`src/rtl/mips_multicycle_core_if.sv`:
```
// Shared instruction/data memory port of the multicycle MIPS core.
// The core drives the request side (master); the memory fabric answers (slave).
interface mips_multicycle_core_if;
   localparam int unsigned XLEN = 32;

   logic            mem_req;
   logic            mem_we;
   logic [XLEN-1:0] mem_addr;
   logic [XLEN-1:0] mem_wdata;
   logic [XLEN-1:0] mem_rdata;
   logic            mem_ready;

   modport master (
      output mem_req, mem_we, mem_addr, mem_wdata,
      input  mem_rdata, mem_ready
   );

   modport slave (
      input  mem_req, mem_we, mem_addr, mem_wdata,
      output mem_rdata, mem_ready
   );
endinterface

```
`src/rtl/mips_multicycle_core.sv`:
```
// Multicycle MIPS-32 core: FETCH/DECODE/EXEC/MEM/WB over one handshaked memory port.
// Optional feature macro: MIPS_MC_JUMP_EN enables j, jal and jr (otherwise they execute as NOPs).
module mips_multicycle_core #(
   parameter logic [31:0] RESET_PC = 32'h0000_0000,
   parameter logic [31:0] SP_RESET = 32'h0000_0FFC
) (
   input  logic                          clk,
   input  logic                          reset,
   mips_multicycle_core_if.master        mem,
   output logic [31:0]                   ALUResultOut,
   output logic                          instr_retired,
   output logic [2:0]                    state_out
);
   localparam int unsigned XLEN = 32;
   localparam int unsigned NREG = 32;
   localparam int unsigned RIDX = 5;

   typedef enum logic [2:0] {
      FETCH  = 3'd0,
      DECODE = 3'd1,
      EXEC   = 3'd2,
      MEM    = 3'd3,
      WB     = 3'd4
   } state_t;

   localparam logic [5:0] OP_RTYPE = 6'd0;
   localparam logic [5:0] OP_BEQ   = 6'd4;
   localparam logic [5:0] OP_BNE   = 6'd5;
   localparam logic [5:0] OP_ADDI  = 6'd8;
   localparam logic [5:0] OP_SLTI  = 6'd10;
   localparam logic [5:0] OP_ANDI  = 6'd12;
   localparam logic [5:0] OP_ORI   = 6'd13;
   localparam logic [5:0] OP_LUI   = 6'd15;
   localparam logic [5:0] OP_LW    = 6'd35;
   localparam logic [5:0] OP_SW    = 6'd43;

   localparam logic [5:0] FN_SLL   = 6'd0;
   localparam logic [5:0] FN_SRL   = 6'd2;
   localparam logic [5:0] FN_ADD   = 6'd32;
   localparam logic [5:0] FN_SUB   = 6'd34;
   localparam logic [5:0] FN_AND   = 6'd36;
   localparam logic [5:0] FN_OR    = 6'd37;
   localparam logic [5:0] FN_NOR   = 6'd39;
   localparam logic [5:0] FN_SLT   = 6'd42;

`ifdef MIPS_MC_JUMP_EN
   localparam logic [5:0] OP_J     = 6'd2;
   localparam logic [5:0] OP_JAL   = 6'd3;
   localparam logic [5:0] FN_JR    = 6'd8;
`endif

   state_t            state, state_nxt;
   logic [XLEN-1:0]   pc, ir, mdr, a, b, alu_out;
   logic [XLEN-1:0]   rf [NREG];

   // Next-state / datapath control, decoded from state and IR
   logic              pc_we, ir_we, mdr_we, ab_we, alu_we, rf_we, retire_c;
   logic              req_c, we_c;
   logic [XLEN-1:0]   pc_nxt, alu_nxt, rf_wdata, addr_c;
   logic [RIDX-1:0]   rf_waddr;

   logic [5:0]        op, funct;
   logic [RIDX-1:0]   rs, rt, rd, shamt;
   logic [15:0]       imm;
   logic [XLEN-1:0]   imm_sext, imm_zext;
   logic [XLEN-1:0]   r_result, i_result;
   logic              r_valid;

   assign op       = ir[31:26];
   assign rs       = ir[25:21];
   assign rt       = ir[20:16];
   assign rd       = ir[15:11];
   assign shamt    = ir[10:6];
   assign funct    = ir[5:0];
   assign imm      = ir[15:0];
   assign imm_sext = {{16{imm[15]}}, imm};
   assign imm_zext = {16'h0000, imm};

   // R-type ALU; r_valid flags the funct codes that write back
   always_comb begin
      r_result = '0;
      r_valid  = 1'b1;
      case (funct)
         FN_ADD:  r_result = a + b;
         FN_SUB:  r_result = a - b;
         FN_AND:  r_result = a & b;
         FN_OR:   r_result = a | b;
         FN_NOR:  r_result = ~(a | b);
         FN_SLT:  r_result = XLEN'($signed(a) < $signed(b));
         FN_SLL:  r_result = b << shamt;
         FN_SRL:  r_result = b >> shamt;
         default: r_valid  = 1'b0;
      endcase
   end

   // Immediate ALU
   always_comb begin
      i_result = '0;
      case (op)
         OP_ADDI: i_result = a + imm_sext;
         OP_SLTI: i_result = XLEN'($signed(a) < $signed(imm_sext));
         OP_ANDI: i_result = a & imm_zext;
         OP_ORI:  i_result = a | imm_zext;
         OP_LUI:  i_result = {imm, 16'h0000};
         default: i_result = '0;
      endcase
   end

   always_ff @(posedge clk) begin
      if (!reset) state <= FETCH;
      else        state <= state_nxt;
   end

   always_comb begin
      state_nxt = state;
      pc_we     = 1'b0;
      pc_nxt    = pc;
      ir_we     = 1'b0;
      mdr_we    = 1'b0;
      ab_we     = 1'b0;
      alu_we    = 1'b0;
      alu_nxt   = alu_out;
      rf_we     = 1'b0;
      rf_waddr  = '0;
      rf_wdata  = '0;
      retire_c  = 1'b0;
      req_c     = 1'b0;
      we_c      = 1'b0;
      addr_c    = '0;
      case (state)
         FETCH: begin
            req_c  = 1'b1;
            addr_c = {pc[XLEN-1:2], 2'b00};
            if (mem.mem_ready) begin
               ir_we     = 1'b1;
               pc_we     = 1'b1;
               pc_nxt    = pc + 32'd4;
               state_nxt = DECODE;
            end
         end
         DECODE: begin
            ab_we     = 1'b1;
            alu_we    = 1'b1;
            alu_nxt   = pc + {imm_sext[XLEN-3:0], 2'b00};
            state_nxt = EXEC;
         end
         EXEC: begin
            // Branches, jumps and unknown encodings finish here
            state_nxt = FETCH;
            retire_c  = 1'b1;
            case (op)
               OP_RTYPE: begin
                  if (r_valid) begin
                     alu_we    = 1'b1;
                     alu_nxt   = r_result;
                     state_nxt = WB;
                     retire_c  = 1'b0;
                  end
`ifdef MIPS_MC_JUMP_EN
                  else if (funct == FN_JR) begin
                     pc_we  = 1'b1;
                     pc_nxt = a;
                  end
`endif
               end
               OP_ADDI, OP_SLTI, OP_ANDI, OP_ORI, OP_LUI: begin
                  alu_we    = 1'b1;
                  alu_nxt   = i_result;
                  state_nxt = WB;
                  retire_c  = 1'b0;
               end
               OP_LW, OP_SW: begin
                  alu_we    = 1'b1;
                  alu_nxt   = a + imm_sext;
                  state_nxt = MEM;
                  retire_c  = 1'b0;
               end
               OP_BEQ: begin
                  if (a == b) begin
                     pc_we  = 1'b1;
                     pc_nxt = alu_out;
                  end
               end
               OP_BNE: begin
                  if (a != b) begin
                     pc_we  = 1'b1;
                     pc_nxt = alu_out;
                  end
               end
`ifdef MIPS_MC_JUMP_EN
               OP_J: begin
                  pc_we  = 1'b1;
                  pc_nxt = {pc[XLEN-1:28], ir[25:0], 2'b00};
               end
               OP_JAL: begin
                  pc_we    = 1'b1;
                  pc_nxt   = {pc[XLEN-1:28], ir[25:0], 2'b00};
                  rf_we    = 1'b1;
                  rf_waddr = RIDX'(31);
                  rf_wdata = pc;
               end
`endif
               default: ;
            endcase
         end
         MEM: begin
            req_c  = 1'b1;
            addr_c = {alu_out[XLEN-1:2], 2'b00};
            we_c   = (op == OP_SW);
            if (mem.mem_ready) begin
               if (op == OP_SW) begin
                  state_nxt = FETCH;
                  retire_c  = 1'b1;
               end else begin
                  mdr_we    = 1'b1;
                  state_nxt = WB;
               end
            end
         end
         WB: begin
            rf_we     = 1'b1;
            rf_waddr  = (op == OP_RTYPE) ? rd : rt;
            rf_wdata  = (op == OP_LW) ? mdr : alu_out;
            state_nxt = FETCH;
            retire_c  = 1'b1;
         end
         default: state_nxt = FETCH;
      endcase
   end

   // Datapath registers and register file; reset overrides any in-flight update
   always_ff @(posedge clk) begin
      if (!reset) begin
         pc            <= RESET_PC;
         ir            <= '0;
         mdr           <= '0;
         a             <= '0;
         b             <= '0;
         alu_out       <= '0;
         instr_retired <= 1'b0;
         for (int i = 0; i < NREG; i++) begin
            rf[i] <= (i == 29) ? SP_RESET : '0;
         end
      end else begin
         if (pc_we)  pc      <= pc_nxt;
         if (ir_we)  ir      <= mem.mem_rdata;
         if (mdr_we) mdr     <= mem.mem_rdata;
         if (alu_we) alu_out <= alu_nxt;
         if (ab_we) begin
            a <= rf[rs];
            b <= rf[rt];
         end
         if (rf_we && (rf_waddr != '0)) rf[rf_waddr] <= rf_wdata;
         instr_retired <= retire_c;
      end
   end

   // Memory request is a pure state decode, held low throughout reset
   assign mem.mem_req   = req_c & reset;
   assign mem.mem_we    = we_c & reset;
   assign mem.mem_addr  = addr_c;
   assign mem.mem_wdata = b;

   assign ALUResultOut  = alu_out;
   assign state_out     = state;
endmodule
```
`src/flat_wrapper.sv`:
```
// flat-port wrapper written by rule: the top's interface ports become plain ports
module mips_multicycle_core_flat 
#(
   parameter logic [31:0] RESET_PC = 32'h0000_0000,
   parameter logic [31:0] SP_RESET = 32'h0000_0FFC
)
  (clk, reset, ALUResultOut, instr_retired, state_out, mem_mem_req, mem_mem_we, mem_mem_addr, mem_mem_wdata, mem_mem_rdata, mem_mem_ready);
  mips_multicycle_core_if mem_i ();
  input  logic clk;
  input  logic reset;
  output logic [31:0] ALUResultOut;
  output logic instr_retired;
  output logic [2:0] state_out;
  output wire logic [$bits(mem_i.mem_req)-1:0] mem_mem_req;
  output wire logic [$bits(mem_i.mem_we)-1:0] mem_mem_we;
  output wire logic [$bits(mem_i.mem_addr)-1:0] mem_mem_addr;
  output wire logic [$bits(mem_i.mem_wdata)-1:0] mem_mem_wdata;
  input wire logic [$bits(mem_i.mem_rdata)-1:0] mem_mem_rdata;
  input wire logic [$bits(mem_i.mem_ready)-1:0] mem_mem_ready;
  assign mem_mem_req = mem_i.mem_req;
  assign mem_mem_we = mem_i.mem_we;
  assign mem_mem_addr = mem_i.mem_addr;
  assign mem_mem_wdata = mem_i.mem_wdata;
  assign mem_i.mem_rdata = mem_mem_rdata;
  assign mem_i.mem_ready = mem_mem_ready;
  mips_multicycle_core #(.RESET_PC(RESET_PC), .SP_RESET(SP_RESET)) u_core (.clk(clk), .reset(reset), .mem(mem_i), .ALUResultOut(ALUResultOut), .instr_retired(instr_retired), .state_out(state_out));
endmodule
```
`config.mk`:
```
export PLATFORM = sky130hd
export DESIGN_NAME = mips_multicycle_core_flat
export DESIGN_NICKNAME = d
export VERILOG_FILES = /design/src/rtl/mips_multicycle_core_if.sv /design/src/rtl/mips_multicycle_core.sv /design/src/flat_wrapper.sv
export SDC_FILE = /design/constraint.sdc
export NUM_CORES = 2
export LEC_CHECK = 0
export CAP_MARGIN = 30
export CORE_MARGIN = 4
export CORE_UTILIZATION = 45
export CTS_BUF_LIST = sky130_fd_sc_hd__clkbuf_8
export DETAILED_ROUTE_END_ITERATION = 16
export GPL_TIMING_DRIVEN = 0
export PLACE_DENSITY = 0.69
export SYNTH_ARGS = -nofsm -noshare
export SYNTH_HDL_FRONTEND = slang
export SYNTH_SLANG_ARGS = --single-unit
```
`constraint.sdc`:
```
create_clock -name clk -period 5.15 [get_ports clk]
set_input_delay 0.515 -clock clk [delete_from_list [all_inputs] [get_ports clk]]
set_output_delay 0.515 -clock clk [all_outputs]
set_load 0.01 [all_outputs]
```
==> out/results.txt <==
The post-route minimum period is 5.22 ns. After detailed routing, the number of remaining DRC violations is 0. CTS placed an instance of sky130_fd_sc_hd__clkbuf_8 at the clock tree root. Pin placement for this block handled 137 I/O pins. The total count of max-transition violations in the final report is 0, and the number of filler cells placed in the layout is 13,962. The pre-antenna-repair detailed-routing pass consisted of 9 iterations. The most used flip-flop cell after synthesis is sky130_fd_sc_hd__edfxtp_1. Timing analysis after detailed placement gives a worst setup slack of -1.05 ns. The run gives 197 as the total clock buffers created by CTS. The floorplan step defined a die boundary enclosing 0.168 mm2. The congestion estimate from routability-driven global placement came to 1.05. The tools report the accumulated negative setup slack as -0.107 ns.

Startpoint class of the critical path: a flop. The die is 410 um tall. The post-route total power is 25,200 uW, and the arrival time reported for the critical path endpoint is 6.05 ns. The flow ran to the end, but the final reports show violations. Post-CTS clock slew at the launch and capture registers of the worst setup and hold paths: 0.07 ns. The via count of the first global-routing pass is 57,957, and the number of placement rows is 147. In the final layout, the multi-input gates occupy 0.0357 mm2. The sort of element at the end of the critical path was a flop. TritonCTS built the clock tree. The run gives 237,000 um as the HPWL reported at the end of detailed placement. Between clock sinks in the finished design, the worst skew comes to 0.110 ns. Leaving out fill and tap cells, the most frequent cell in the layout is sky130_fd_sc_hd__nor2_1.

The fraction of registers with async set/reset was 0; the number of nets with antenna violations after routing was 0. Entering global routing, the biggest net connects 42 pins. The run gives 306,000 um as the routed wire length. Buffers placed on the I/O ports in this run total 132. The remaining max-slew budget at the tightest pin is 0.201. The floorplan step set the die width to 410 um.

The checks that failed: negative setup slack. The tools report the initial core utilization as 0.453. Counting flops and latches in the post-synthesis netlist gives 1,220. The Yosys step of the flow raised 0 warnings. The worst path setup slack after routing came out at -0.0656 ns. Type of the worst min-delay path: primary input to flop.

For the pin with the worst max-slew slack, the measured transition is 1.19 ns. The worst register-to-register path begins at u_core.mem.mem_wdata[14]. Average vias per placed instance: 6.73. The worst hold slack is 0.180 ns, and the initial antenna violation count is 24. Along the worst hold path, the cell count comes to 3. The tools report the worst hold path startpoint as mem_mem_rdata[28].

Compared with the post-synthesis result, the final layout area differs by 13.3%. The run gives 0.0347 mm2 as the sequential standard cell area. In the synthesized netlist, the number of instances is 6,053. The run gives 192 MHz as the maximum clock frequency. The largest buffer count on any clock path is 3, and the number of distinct library cells after synthesis is 93. The tools report the highest ir drop seen on vdd as 0.214 mV. In this run, synthesis inferred 1,024 flip-flops with an integrated enable. After synthesis the cells add up to 0.0728 mm2. The library cells used most frequently in the layout, excluding fill and tap cells, are sky130_fd_sc_hd__nor2_1, sky130_fd_sc_hd__edfxtp_1, sky130_fd_sc_hd__mux4_2.

The global-route total usage across every layer came out at 0.356. Net count reported at finish: 6,767. Global routing finished with a remaining overflow of 0. The number of failing hold endpoints at the final stage came out at 0. The final worst-path cycle share is 1.01. The tools report the cell area reported after detailed placement as 0.0786 mm2. Summing all non-filler instances in the final layout gives an area of 0.0825 mm2. Across the run, the number of max-cap violations was 0. The area of the core was 0.161 mm2; the power per unit of standard cell area was 305 mW/mm2. The clock sink count was 1,220. Each instance of the synthesized netlist takes up on average 12.0 um2. After detailed routing, the average wire length per cell comes to 34.6 um. Wire length of the first global-routing pass: 426,000 um.

The logs give 9,698 for the starting DRC count in detailed routing and 4 for the final setup violation count. Setup repair after global routing left no endpoint under its margin. The part of the Yosys area used for sequential elements is 0.476. The run gives 0.98 ns as the clock latency reported for the late side of the worst-skew pair. The fraction of final layout cells with drive strength greater than 1 was 0.179.

Of all nets on the critical path, the largest fanout is 10. The critical path in this run is classified as flop to flop. For this run, the slowest stage of the critical path takes 0.80 ns. The most critical setup path has its startpoint at u_core.mem.mem_wdata[14]. The routed layout has 59,623 vias. The worst endpoint required time was 5.99 ns. CTS built an H-tree with a depth of 4. Traced cell by cell, the critical path runs through clkbuf_2, inv_1, ha_1, clkbuf_1, inv_1, o31ai_1, a2111oi_2, nor2_1, a31oi_1, a211oi_1, o31ai_1, xnor2_1, a211oi_1, nor3_1.

The worst register-to-register path has a setup slack of -0.07 ns. Among all stages on the critical path, the largest delay is contributed by sky130_fd_sc_hd__o31ai_1. The number of cells on the worst reg-to-reg path is 14. Summed over all cells, the static leakage comes to 0.0269 uW.
synthesized netlist by cell type (all sizes together), types with 24 or more instances:
master	count	share of area
a22oi	24	0.0025
a21o	40	0.0041
edfxtp	1024	0.42
nor3	72	0.0049
ha	205	0.035
mux4	694	0.21
clkbuf	479	0.025
o21ai	159	0.011
mux2i	130	0.018
a22o	31	0.0037
dfxtp	196	0.054
a211oi	107	0.011
nor4	28	0.0025
nor2	1320	0.068
inv	137	0.0071
o21bai	24	0.0025
mux2	41	0.0063
and3	26	0.0022
a21oi	293	0.020
o211ai	31	0.0032
xnor2	86	0.010
a221oi	25	0.0031
buf	88	0.0050
nand2	369	0.019
nand3	58	0.0040
cell type report:
| class | count | share of cell area |
|---|---|---|
| flip-flops and latches | 1220 | 0.420 |
| clock buffers | 209 | 0.0349 |
| clock inverters | 140 | 0.00976 |
| repair buffers | 240 | 0.0361 |
| plain buffers | 565 | 0.0264 |
| diodes | 20 | 0.000606 |
| multi-input cells | 4159 | 0.433 |
| well taps | 2160 | 0.0327 |
| inverters | 140 | 0.00646 |
state kept, by name, indices dropped and copies added (netlist names):
name                  count
u_core.rf              1024
u_core.pc                32
u_core.mem.mem_wdata     32
u_core.mdr               32
u_core.ir                32
u_core.state_out          3
u_core.instr_retired      1
u_core.ALUResultOut      32
u_core.a                 32
critical path, delay by kind of cell (launching register included):
family                   cells  cell delay (ns)
AND/OR/NAND/NOR              2             0.29
AO/OA/AOI/OAI                6             2.48
buffers and inverters        4             1.19
flip-flops                   1             0.66
adder cells (fa/ha/maj)      1             0.30
XOR/XNOR                     1             0.22
metal layers:
layer / wire length, um / GRT usage / vias up
li1: - / - / 23967
met5: 107 / 0 / -
met3: 42500 / 0.114 / 1148
met2: 136000 / 0.548 / 4971
met1: 103000 / 0.435 / 29527
met4: 24400 / 0.225 / 10
path summary, 6_finish.rpt:
path,endpoint
max reg2reg,u_core.ALUResultOut[31]
max,u_core.ALUResultOut[31]
min,u_core.mdr[28]
min reg2reg,u_core.mdr[7]
per-stage QoR:
step,instances,util
finish,8853,0.513
global route,8839,0.513
CTS,8824,0.512
detailed placement,8474,0.489
global placement,8378,0.479
floorplan,6086,-
where the power goes:
part / switching (uW) / internal (uW)
combinational: 3330 / 2040
clock: 4210 / 3980
sequential: 552 / 11100
repair_timing:
action | in CTS | in global routing
setup endpoints to repair | 27 | 244
hold buffers | 1 | 0
hold endpoints to repair | 2 | 0
setup buffers | 1 | 0
resized for setup | 14 | 27
kinds of logic (layout without fill, tap and decap cells):
group | Yosys count | in the layout | share of synthesized area
adders and majority gates | 209 | 209 | 0.0363
muxes | 865 | 865 | 0.239
xor gates and xnor gates | 106 | 106 | 0.0127
AOI/OAI and AO/OA | 948 | 948 | 0.0867
DFF | 1220 | 1220 | 0.476
other | 1 | 54 | 0.0000515
buffers and inverters | 707 | 1294 | 0.0369
and+or+nand+nor | 1997 | 1997 | 0.112
Note: power is estimated with default switching activity, not from simulation.
